`src/rtl/instr_fetch_unit.sv`:
```
// Instruction fetch unit: owns the fetch PC, issues one outstanding word request at a time,
// and buffers returned instructions with their PCs in a small FIFO for decode.
module instr_fetch_unit #(
  parameter int unsigned      WIDTH    = 32,
  parameter int unsigned      DEPTH    = 4,
  parameter logic [WIDTH-1:0] RESET_PC = {WIDTH{1'b0}}
) (
  input  logic             clk,
  input  logic             rst,
  input  logic             redirect,
  input  logic [WIDTH-1:0] redirect_pc,
  output logic             mem_req_valid,
  output logic [WIDTH-1:0] mem_req_addr,
  input  logic             mem_req_ready,
  input  logic             mem_rsp_valid,
  input  logic [31:0]      mem_rsp_data,
  output logic             instr_valid,
  output logic [31:0]      instr,
  output logic [WIDTH-1:0] instr_pc,
  input  logic             dec_ready
);

  localparam int unsigned      PTR_W    = $clog2(DEPTH);
  localparam int unsigned      CNT_W    = PTR_W + 1;
  localparam logic [CNT_W-1:0] DEPTH_C  = CNT_W'(DEPTH);
  localparam logic [WIDTH-1:0] PC_STEP  = WIDTH'(4);
  localparam logic [WIDTH-1:0] ALIGN_M  = {{(WIDTH-2){1'b1}}, 2'b00};

  typedef enum logic [1:0] {
    ST_REQ  = 2'd0,
    ST_WAIT = 2'd1,
    ST_DROP = 2'd2
  } state_t;

  state_t             state, state_next;
  logic [WIDTH-1:0]   fetch_pc, fetch_pc_next;
  logic [WIDTH-1:0]   req_pc, req_pc_next;
  logic [CNT_W-1:0]   count, count_next;
  logic [PTR_W-1:0]   wr_ptr, wr_ptr_next;
  logic [PTR_W-1:0]   rd_ptr, rd_ptr_next;
  logic               req_valid, req_valid_next;
  logic               hs, push, pop, flush;
  logic [31:0]        fifo_data [DEPTH];
  logic [WIDTH-1:0]   fifo_pc   [DEPTH];

  assign hs            = req_valid & mem_req_ready;
  assign mem_req_valid = req_valid;
  assign mem_req_addr  = fetch_pc;
  assign instr_valid   = (count != {CNT_W{1'b0}});
  assign instr         = fifo_data[rd_ptr];
  assign instr_pc      = fifo_pc[rd_ptr];

  // Next-state, fetch PC and FIFO bookkeeping; redirect overrides everything else.
  always_comb begin
    state_next    = state;
    fetch_pc_next = fetch_pc;
    req_pc_next   = req_pc;
    push          = 1'b0;
    pop           = 1'b0;
    flush         = 1'b0;
    if (redirect) begin
      flush         = 1'b1;
      fetch_pc_next = redirect_pc & ALIGN_M;
      case (state)
        ST_REQ:  state_next = hs ? ST_DROP : ST_REQ;
        // A response arriving with the redirect is the stale one; it is discarded right here.
        ST_WAIT: state_next = mem_rsp_valid ? ST_REQ : ST_DROP;
        ST_DROP: state_next = mem_rsp_valid ? ST_REQ : ST_DROP;
        default: state_next = ST_REQ;
      endcase
    end else begin
      pop = instr_valid & dec_ready;
      case (state)
        ST_REQ: begin
          if (hs) begin
            req_pc_next   = fetch_pc;
            fetch_pc_next = fetch_pc + PC_STEP;
            state_next    = ST_WAIT;
          end else begin
            state_next    = ST_REQ;
          end
        end
        ST_WAIT: begin
          if (mem_rsp_valid) begin
            push       = 1'b1;
            state_next = ST_REQ;
          end else begin
            state_next = ST_WAIT;
          end
        end
        ST_DROP: state_next = mem_rsp_valid ? ST_REQ : ST_DROP;
        default: state_next = ST_REQ;
      endcase
    end

    if (flush) begin
      count_next  = {CNT_W{1'b0}};
      wr_ptr_next = {PTR_W{1'b0}};
      rd_ptr_next = {PTR_W{1'b0}};
    end else begin
      case ({push, pop})
        2'b10:   count_next = count + CNT_W'(1);
        2'b01:   count_next = count - CNT_W'(1);
        default: count_next = count;
      endcase
      wr_ptr_next = push ? wr_ptr + PTR_W'(1) : wr_ptr;
      rd_ptr_next = pop  ? rd_ptr + PTR_W'(1) : rd_ptr;
    end

    // Request valid is registered so it stays low while reset is held.
    req_valid_next = (state_next == ST_REQ) && (count_next < DEPTH_C);
  end

  // Control and pointer registers.
  always_ff @(posedge clk or posedge rst) begin
    if (rst) begin
      state     <= ST_REQ;
      fetch_pc  <= RESET_PC & ALIGN_M;
      req_pc    <= {WIDTH{1'b0}};
      count     <= {CNT_W{1'b0}};
      wr_ptr    <= {PTR_W{1'b0}};
      rd_ptr    <= {PTR_W{1'b0}};
      req_valid <= 1'b0;
    end else begin
      state     <= state_next;
      fetch_pc  <= fetch_pc_next;
      req_pc    <= req_pc_next;
      count     <= count_next;
      wr_ptr    <= wr_ptr_next;
      rd_ptr    <= rd_ptr_next;
      req_valid <= req_valid_next;
    end
  end

  // FIFO storage; cleared on reset so the head reads zero until the first push.
  always_ff @(posedge clk or posedge rst) begin
    if (rst) begin
      for (int i = 0; i < DEPTH; i++) begin
        fifo_data[i] <= 32'h0;
        fifo_pc[i]   <= {WIDTH{1'b0}};
      end
    end else if (push) begin
      fifo_data[wr_ptr] <= mem_rsp_data;
      fifo_pc[wr_ptr]   <= req_pc;
    end
  end

endmodule

```
`config.mk`:
```
export PLATFORM = sky130hd
export DESIGN_NAME = instr_fetch_unit
export DESIGN_NICKNAME = d
export VERILOG_FILES = /design/src/rtl/instr_fetch_unit.sv
export SDC_FILE = /design/constraint.sdc
export NUM_CORES = 1
export LEC_CHECK = 0
export CORE_MARGIN = 8
export CORE_UTILIZATION = 30
export DETAILED_ROUTE_END_ITERATION = 8
export PLACE_DENSITY_LB_ADDON = 0.15
export SLEW_MARGIN = 25
export SYNTH_ARGS = -nofsm -noshare
export SYNTH_HDL_FRONTEND = slang
export SYNTH_SLANG_ARGS = --single-unit
```
`constraint.sdc`:
```
create_clock -name clk -period 11.3 [get_ports clk]
set_input_delay 1.13 -clock clk [delete_from_list [all_inputs] [get_ports clk]]
set_output_delay 1.13 -clock clk [all_outputs]
set_load 0.01 [all_outputs]
```
After elaboration in Yosys (flattened, before gate mapping)
Index checks and enable logic that the tools add are counted.
{"block": "op_classes", "n_bitwise": 5, "muxes": 31, "n_addsub": 5, "n_reduce_logical": 12, "n_eq_ne": 4, "magnitude_cmp": 4}
{"operator": "$bwmux W128", "n": 2}
{"operator": "$mux W32", "n": 8}
{"operator": "$bmux W32 S2", "n": 2}
{"operator": "$demux W32 S2", "n": 1}
{"operator": "$add A32 B3 Y32 const B", "n": 1}
{"operator": "$mux W2", "n": 7}
{"operator": "$reduce_bool A2 Y1", "n": 4}
{"operator": "$mux W1", "n": 7}
{"operator": "$ge A3 B3 Y1 const B", "n": 2}
{"operator": "$not A2 Y3", "n": 2}
{"operator": "$pmux W2 S3", "n": 1}
{"operator": "$pmux W3 S2", "n": 1}
{"operator": "$add A2 B1 Y2 const B", "n": 2}
{"operator": "$eq A2 B1 Y1 const B", "n": 2}
{"operator": "$eq A2 B2 Y1 const B", "n": 2}
{"operator": "$logic_not A2 Y1", "n": 2}
{"operator": "$pmux W2 S2", "n": 1}
{"operator": "$add A3 B1 Y3 const B", "n": 1}
{"operator": "$lt A3 B1 Y1 const B", "n": 1}
{"operator": "$lt A3 B3 Y1 const B", "n": 1}
{"operator": "$mux W3", "n": 1}
{"operator": "$reduce_and A3 Y1", "n": 1}
{"operator": "$reduce_bool A3 Y1", "n": 1}
{"operator": "$sub A3 B1 Y3 const B", "n": 1}
{"operator": "5 further kinds", "n": 7}
{"block": "word_totals", "reg_bits": 330, "output_inout_bits": 98, "word_cells": 76}

Logic depth before layout (Yosys ltp)
{"block": "logic_depth", "depth_word": 8, "depth_mapped": 11}

Least setup slack after synthesis
No wires, ideal clock.
{"block": "synth_path", "path_kind": "in2reg", "from": "in redirect", "to": "reg req_valid (netlist: mem_req_valid)", "t_required_ns": 11.173, "path_slack_ns": 8.139, "stages": 9, "path_buffers": 2, "arrival_ns": 3.034, "path_cell_list": "clkbuf_1 -> clkbuf_1 -> nor2_1 -> ha_1 -> fa_1 -> xnor2_1 -> or3_1 -> a21oi_1 -> nor3_1"}
{"block": "synth_via", "elab_chain_cells": 6, "elab_cells_between_ends": 11, "cone_classes": "order compare: 1; eq/ne: 2; mux: 6; reduce/logical: 2"}
{"element": "start: declaration", "line": "10", "source": "input logic redirect,"}
{"element": "$mux W1", "line": "61", "source": "if (redirect) begin"}
{"element": "$eq A2 B1 Y1 / $eq A2 B2 Y1 (equally long branches)", "line": "101", "source": "case ({push, pop})"}
{"element": "$pmux W3 S2", "line": "101"}
{"element": "$mux W3 *", "line": "96", "source": "if (flush) begin"}
{"element": "via count_next[2]", "line": "38", "source": "logic [CNT_W-1:0] count, count_next;"}
{"element": "$lt A3 B3 Y1 *", "line": "111", "source": "req_valid_next = (state_next == ST_REQ) && (count_next < DEPTH_C);"}
{"element": "$logic_and A1 B1 Y1 *", "line": "111"}
{"element": "via req_valid_next", "line": "41", "source": "logic req_valid, req_valid_next;"}
{"element": "end signal: assignment", "line": "131", "source": "req_valid <= req_valid_next;"}
{"element": "end: declaration", "line": "41"}
Mark *: on every way through the listed nets, which the timed path passes. The rest lies on a longest branch.
A chain may end at the register's enable or synchronous reset.

Worst setup path in the final report
{"block": "layout_path", "from": "reg rd_ptr[1]", "to": "out instr_pc[3]"}
{"block": "layout_via", "elab_chain_cells": 4}
{"element": "start: declaration", "line": "40", "source": "logic [PTR_W-1:0] rd_ptr, rd_ptr_next;"}
{"element": "start signal: assignment", "line": "122", "source": "rd_ptr <= {PTR_W{1'b0}};"}
{"element": "start signal: assignment", "line": "130", "source": "rd_ptr <= rd_ptr_next;"}
{"element": "$not A2 Y3 (not written as such)", "line": "51", "source": "assign instr_pc = fifo_pc[rd_ptr];"}
{"element": "$bmux W32 S2", "line": "51"}
{"element": "$mux W32 (not written as such) (2 in series)", "line": "51"}
{"element": "end: declaration", "line": "19", "source": "output logic [WIDTH-1:0] instr_pc,"}
No other way between the ends. The select of a mux whose other input is x is not followed.

==> impl_metrics.py <==
metrics = {
    "critical_path": {
        "critPathKind": "reg -> out",
        "worstPathMaxFanout": 34,
        "cp_num_buf_inv": 2,
        "start_kind": "flop",
        "slowest_delay_ns": 0.80,
        "path_delay_family": "buffers and inverters",
        "cp-end-kind": "output port",
        "cpMaxStageDelayCell": "dfrtp_4",
        "cp_data_arrival_time_ns": 3.14,
        "path_cells": "buf_4, mux4_2, clkdlybuf4s50_1",
        "worstPathRequired_ns": 10.17,
    },
    "logic_synthesis": {
        "yosysUniqueCellTypes": 37,
        "yosysWarnings": 0,
        "synth_area_um2": 14100,
        "ys_ff_latch": 318,
        "yosysSeqAreaShare_pct": 56.6,
        "netlist_instances": 948,
        "syn_area_per_cell_um2": 14.8,
    },
    "routing": {
        "viasPerCell": 4.90,
        "dr.pass1.iters": 4,
        "routedWlPerCell_um": 20.6,
        "drtIter0Drc": 355,
        "vias": 8538,
        "postRouteAntennaNets": 0,
        "drc": 0,
        "drt-total-wl_mm": 35.9,
    },
    "floorplan": {
        "ios": 168,
        "initial_core_util_pct": 30.3,
        "std_cell_rows": 79,
        "core_area_um2": 46500,
        "fp.dieH_um": 233,
        "design.die.area_um2": 54100,
        "die_x_um": 233,
    },
    "power": {
        "comb_power_share_pct": 22.9,
        "p_leak_nw": 7.87,
        "clockPowerShare_pct": 34.0,
        "p_sw_mw": 0.957,
        "seqPwrFrac_pct": 43.0,
        "intPower_mw": 2.57,
        "powerDensity_nw_per_um2": 200,
        "peakVddDrop_mv": 0.112,
        "swShare_pct": 27.2,
    },
    "cts": {
        "cts.path.max_buffers": 3,
        "post_cts_resized": 0,
        "clkTransAtPathRegs_ns": 0.06,
        "htreeDepth": 2,
        "clock_tree.root_cell": "clkbuf_16",
        "cts_tree": "yes",
        "ctsHoldBuffers": 0,
        "worstSkewPairLatency_ns": 0.56,
        "cts.sinks": 318,
        "numCtsBuffers": 39,
        "cts_setup_buffers": 0,
    },
    "place": {
        "post-place-ws_ns": 7.12,
        "place.gp.congestion": 0.724,
        "place.port_buffers": 161,
        "hpwl_mm": 22.2,
    },
    "sta": {
        "max_freq_mhz": 234,
        "period_share_pct": 37.8,
        "final_max_slew_viol_count": 0,
        "period_minus_slack_ns": 4.27,
        "maxSlewHeadroom_pct": 38.8,
        "fin_tns_setup_ns": 0,
        "fin_skew_ns": 0.0263,
        "rsz0062_at_grt": "false",
        "worstMarginPinSlew_ns": 0.918,
        "setup_viol": 0,
        "hold_viol": 0,
        "layout_setup_ws_ns": 7.03,
    },
    "cells_and_area": {
        "drive_above_1_share_pct": 36.5,
        "fin_nets": 1189,
        "syn_to_final_growth_pct": 25.2,
        "post-route-util_pct": 37.9,
        "diodes": 0,
    },
    "global_route": {
        "antenna_found_initial": 0,
        "first_global_vias": 9317,
        "grt.total_usage_pct": 13.5,
        "grt_max_degree": 95,
        "grt_pass1_wl_mm": 57.2,
        "grt-ovfl-total": 0,
    },
    "job": {
        "drv_cap": 0,
    },
    "outcome": {
        "status": "finished, final reports clean",
    },
    "worst_hold_path": {
        "hp-class": "reg -> reg",
    },
}
-- per-layer routing --
layer | vias to the layer above | routed length (µm) | global-route usage (%)
met5 | - | 0 | 0
met1 | 4490 | 16600 | 18.2
li1 | 3836 | - | -
met2 | 170 | 16900 | 21.6
met4 | 0 | 572 | 3.15
met3 | 42 | 1770 | 3.56
-- cells in the mapped netlist --
library cell | count | area, µm²
nor2b_1 | 3 | 18.8
nor3_1 | 8 | 40.0
ha_1 | 11 | 138
a21oi_1 | 6 | 30.0
or4_1 | 15 | 113
o21ai_0 | 23 | 115
a221o_1 | 1 | 10.0
nand2_1 | 43 | 161
o31ai_1 | 10 | 75.1
nor3b_1 | 1 | 7.51
dfrtp_1 | 318 | 7960
or3_1 | 5 | 31.3
mux2_2 | 273 | 3070
clkbuf_1 | 42 | 158
and3_1 | 2 | 12.5
o211ai_1 | 2 | 15.0
a311oi_1 | 2 | 17.5
xnor2_1 | 8 | 70.1
nor4_1 | 3 | 18.8
buf_1 | 8 | 30.0
inv_1 | 13 | 48.8
a22oi_1 | 2 | 15.0
nand4_1 | 10 | 62.6
clkinv_1 | 1 | 3.75
mux2i_1 | 1 | 10.0
fa_1 | 1 | 20.0
nand4_2 | 1 | 12.5
nand3_1 | 15 | 75.1
a211o_1 | 1 | 8.76
mux4_2 | 62 | 1400
nor2_1 | 25 | 93.8
and4_1 | 3 | 26.3
a31oi_1 | 12 | 75.1
buf_4 | 5 | 37.5
conb_1 | 1 | 3.75
buf_2 | 4 | 20.0
xor2_1 | 7 | 61.3
-- cell type report --
type                    instances  area, µm²
inverters                      14       60.1
clock inverters                 9       66.3
clock buffers                  61       1170
well taps                     607        759
repair buffers                174       1730
flip-flops and latches        318       7970
multi-input cells             560       5850
fillers                      4498      28900
-- final timing paths --
kind	start	end	slack [ns]	depth (start not counted)
setup / recovery	rd_ptr[1]$_DFFE_PP0P_	instr_pc[3]	7.03	3
hold / removal	fifo_pc[17]$_DFFE_PP0P_	fifo_pc[17]$_DFFE_PP0P_	0.50	1
setup reg to reg	state[1]$_DFF_PP0_	mem_req_valid$_DFF_PP0_	8.21	11
hold reg to reg	fifo_pc[17]$_DFFE_PP0P_	fifo_pc[17]$_DFFE_PP0P_	0.50	1
max in group asynchronous	rst	fifo_pc[90]$_DFFE_PP0P_	8.00	5
min in group asynchronous	rst	fifo_data[35]$_DFFE_PP0P_	1.10	2
-- power by group through the flow --
stage / logic [mW] / registers, mW / clock network [mW]
detailed placement: 0.828 / 1.54 / 0
global route: 0.877 / 1.55 / 1.30
floorplan: 0.456 / 1.48 / 0
CTS: 0.831 / 1.52 / 1.26
global placement: 0.817 / 1.53 / 0
finish: 0.809 / 1.52 / 1.20
-- cell usage in the layout (no fill, tap or decap), types with 2 or more instances in the layout --
| cell type | Yosys | routed |
|---|---|---|
| nor2b_1 | 3 | 3 |
| o211ai_1 | 2 | 2 |
| xor2_1 | 7 | 7 |
| and3_1 | 2 | 2 |
| dfrtp_4 | 0 | 2 |
| buf_4 | 5 | 10 |
| nor4_1 | 3 | 3 |
| or4_1 | 15 | 15 |
| xnor2_1 | 8 | 8 |
| nand3_1 | 15 | 15 |
| mux2_2 | 273 | 273 |
| nand2_1 | 43 | 39 |
| nand2_4 | 0 | 4 |
| clkbuf_16 | 0 | 40 |
| o31ai_1 | 10 | 10 |
| nor2_1 | 25 | 25 |
| buf_6 | 0 | 2 |
| a21oi_1 | 6 | 6 |
| clkbuf_1 | 42 | 12 |
| clkinv_2 | 0 | 5 |
| or3_1 | 5 | 5 |
| clkdlybuf4s50_1 | 0 | 160 |
| clkbuf_8 | 0 | 9 |
| and4_1 | 3 | 3 |
| conb_1 | 1 | 4 |
| inv_1 | 13 | 12 |
| a22oi_1 | 2 | 2 |
| nand4_1 | 10 | 10 |
| mux4_2 | 62 | 62 |
| a31oi_1 | 12 | 12 |
| dfrtp_1 | 318 | 316 |
| nor3_1 | 8 | 8 |
| a311oi_1 | 2 | 2 |
| ha_1 | 11 | 11 |
| o21ai_0 | 23 | 23 |
-- cell families after synthesis --
family / Yosys count / share of synthesized area (%)
AND/OR/NAND/NOR: 134 / 4.79
flip-flops: 318 / 56.6
AO/OA/AOI/OAI: 59 / 2.57
buffers and inverters: 73 / 2.12
other: 1 / 0.0267
multiplexers: 336 / 31.9
XOR/XNOR: 15 / 0.934
adder cells (fa/ha/maj): 12 / 1.12
-- per-stage QoR --
stage                     total power, mW  instance area, µm²  cells  hold slack, ns
final                                3.53               17600   1743           0.498
after global routing                 3.73               17600   1743           0.509
after CTS                            3.61               17600   1743           0.501
after detailed placement             2.36               16400   1673           0.488
after global placement               2.35               16300   1672           0.482
after floorplan                      1.94               14100    951           0.474
-- registers in the layout (all words and copies together), names as in the netlist --
register       count
wr_ptr             2
mem_req_addr      30
fifo_pc          120
fifo_data        128
rd_ptr             2
req_pc            30
count              3
mem_req_valid      1
state              2
-- worst register-to-register path, cell delays in order (launching register included) --
cell and delay (ns):
dfrtp_1 0.40, inv_1 0.10, ha_1 0.19, nand2_1 0.10, nor2_1 0.67, inv_1 0.10, ha_1 0.26, fa_1 0.39
xnor2_1 0.14, or3_1 0.31, a21oi_1 0.21, nor3_1 0.10
No activity file was read; power rests on OpenSTA's default activity.
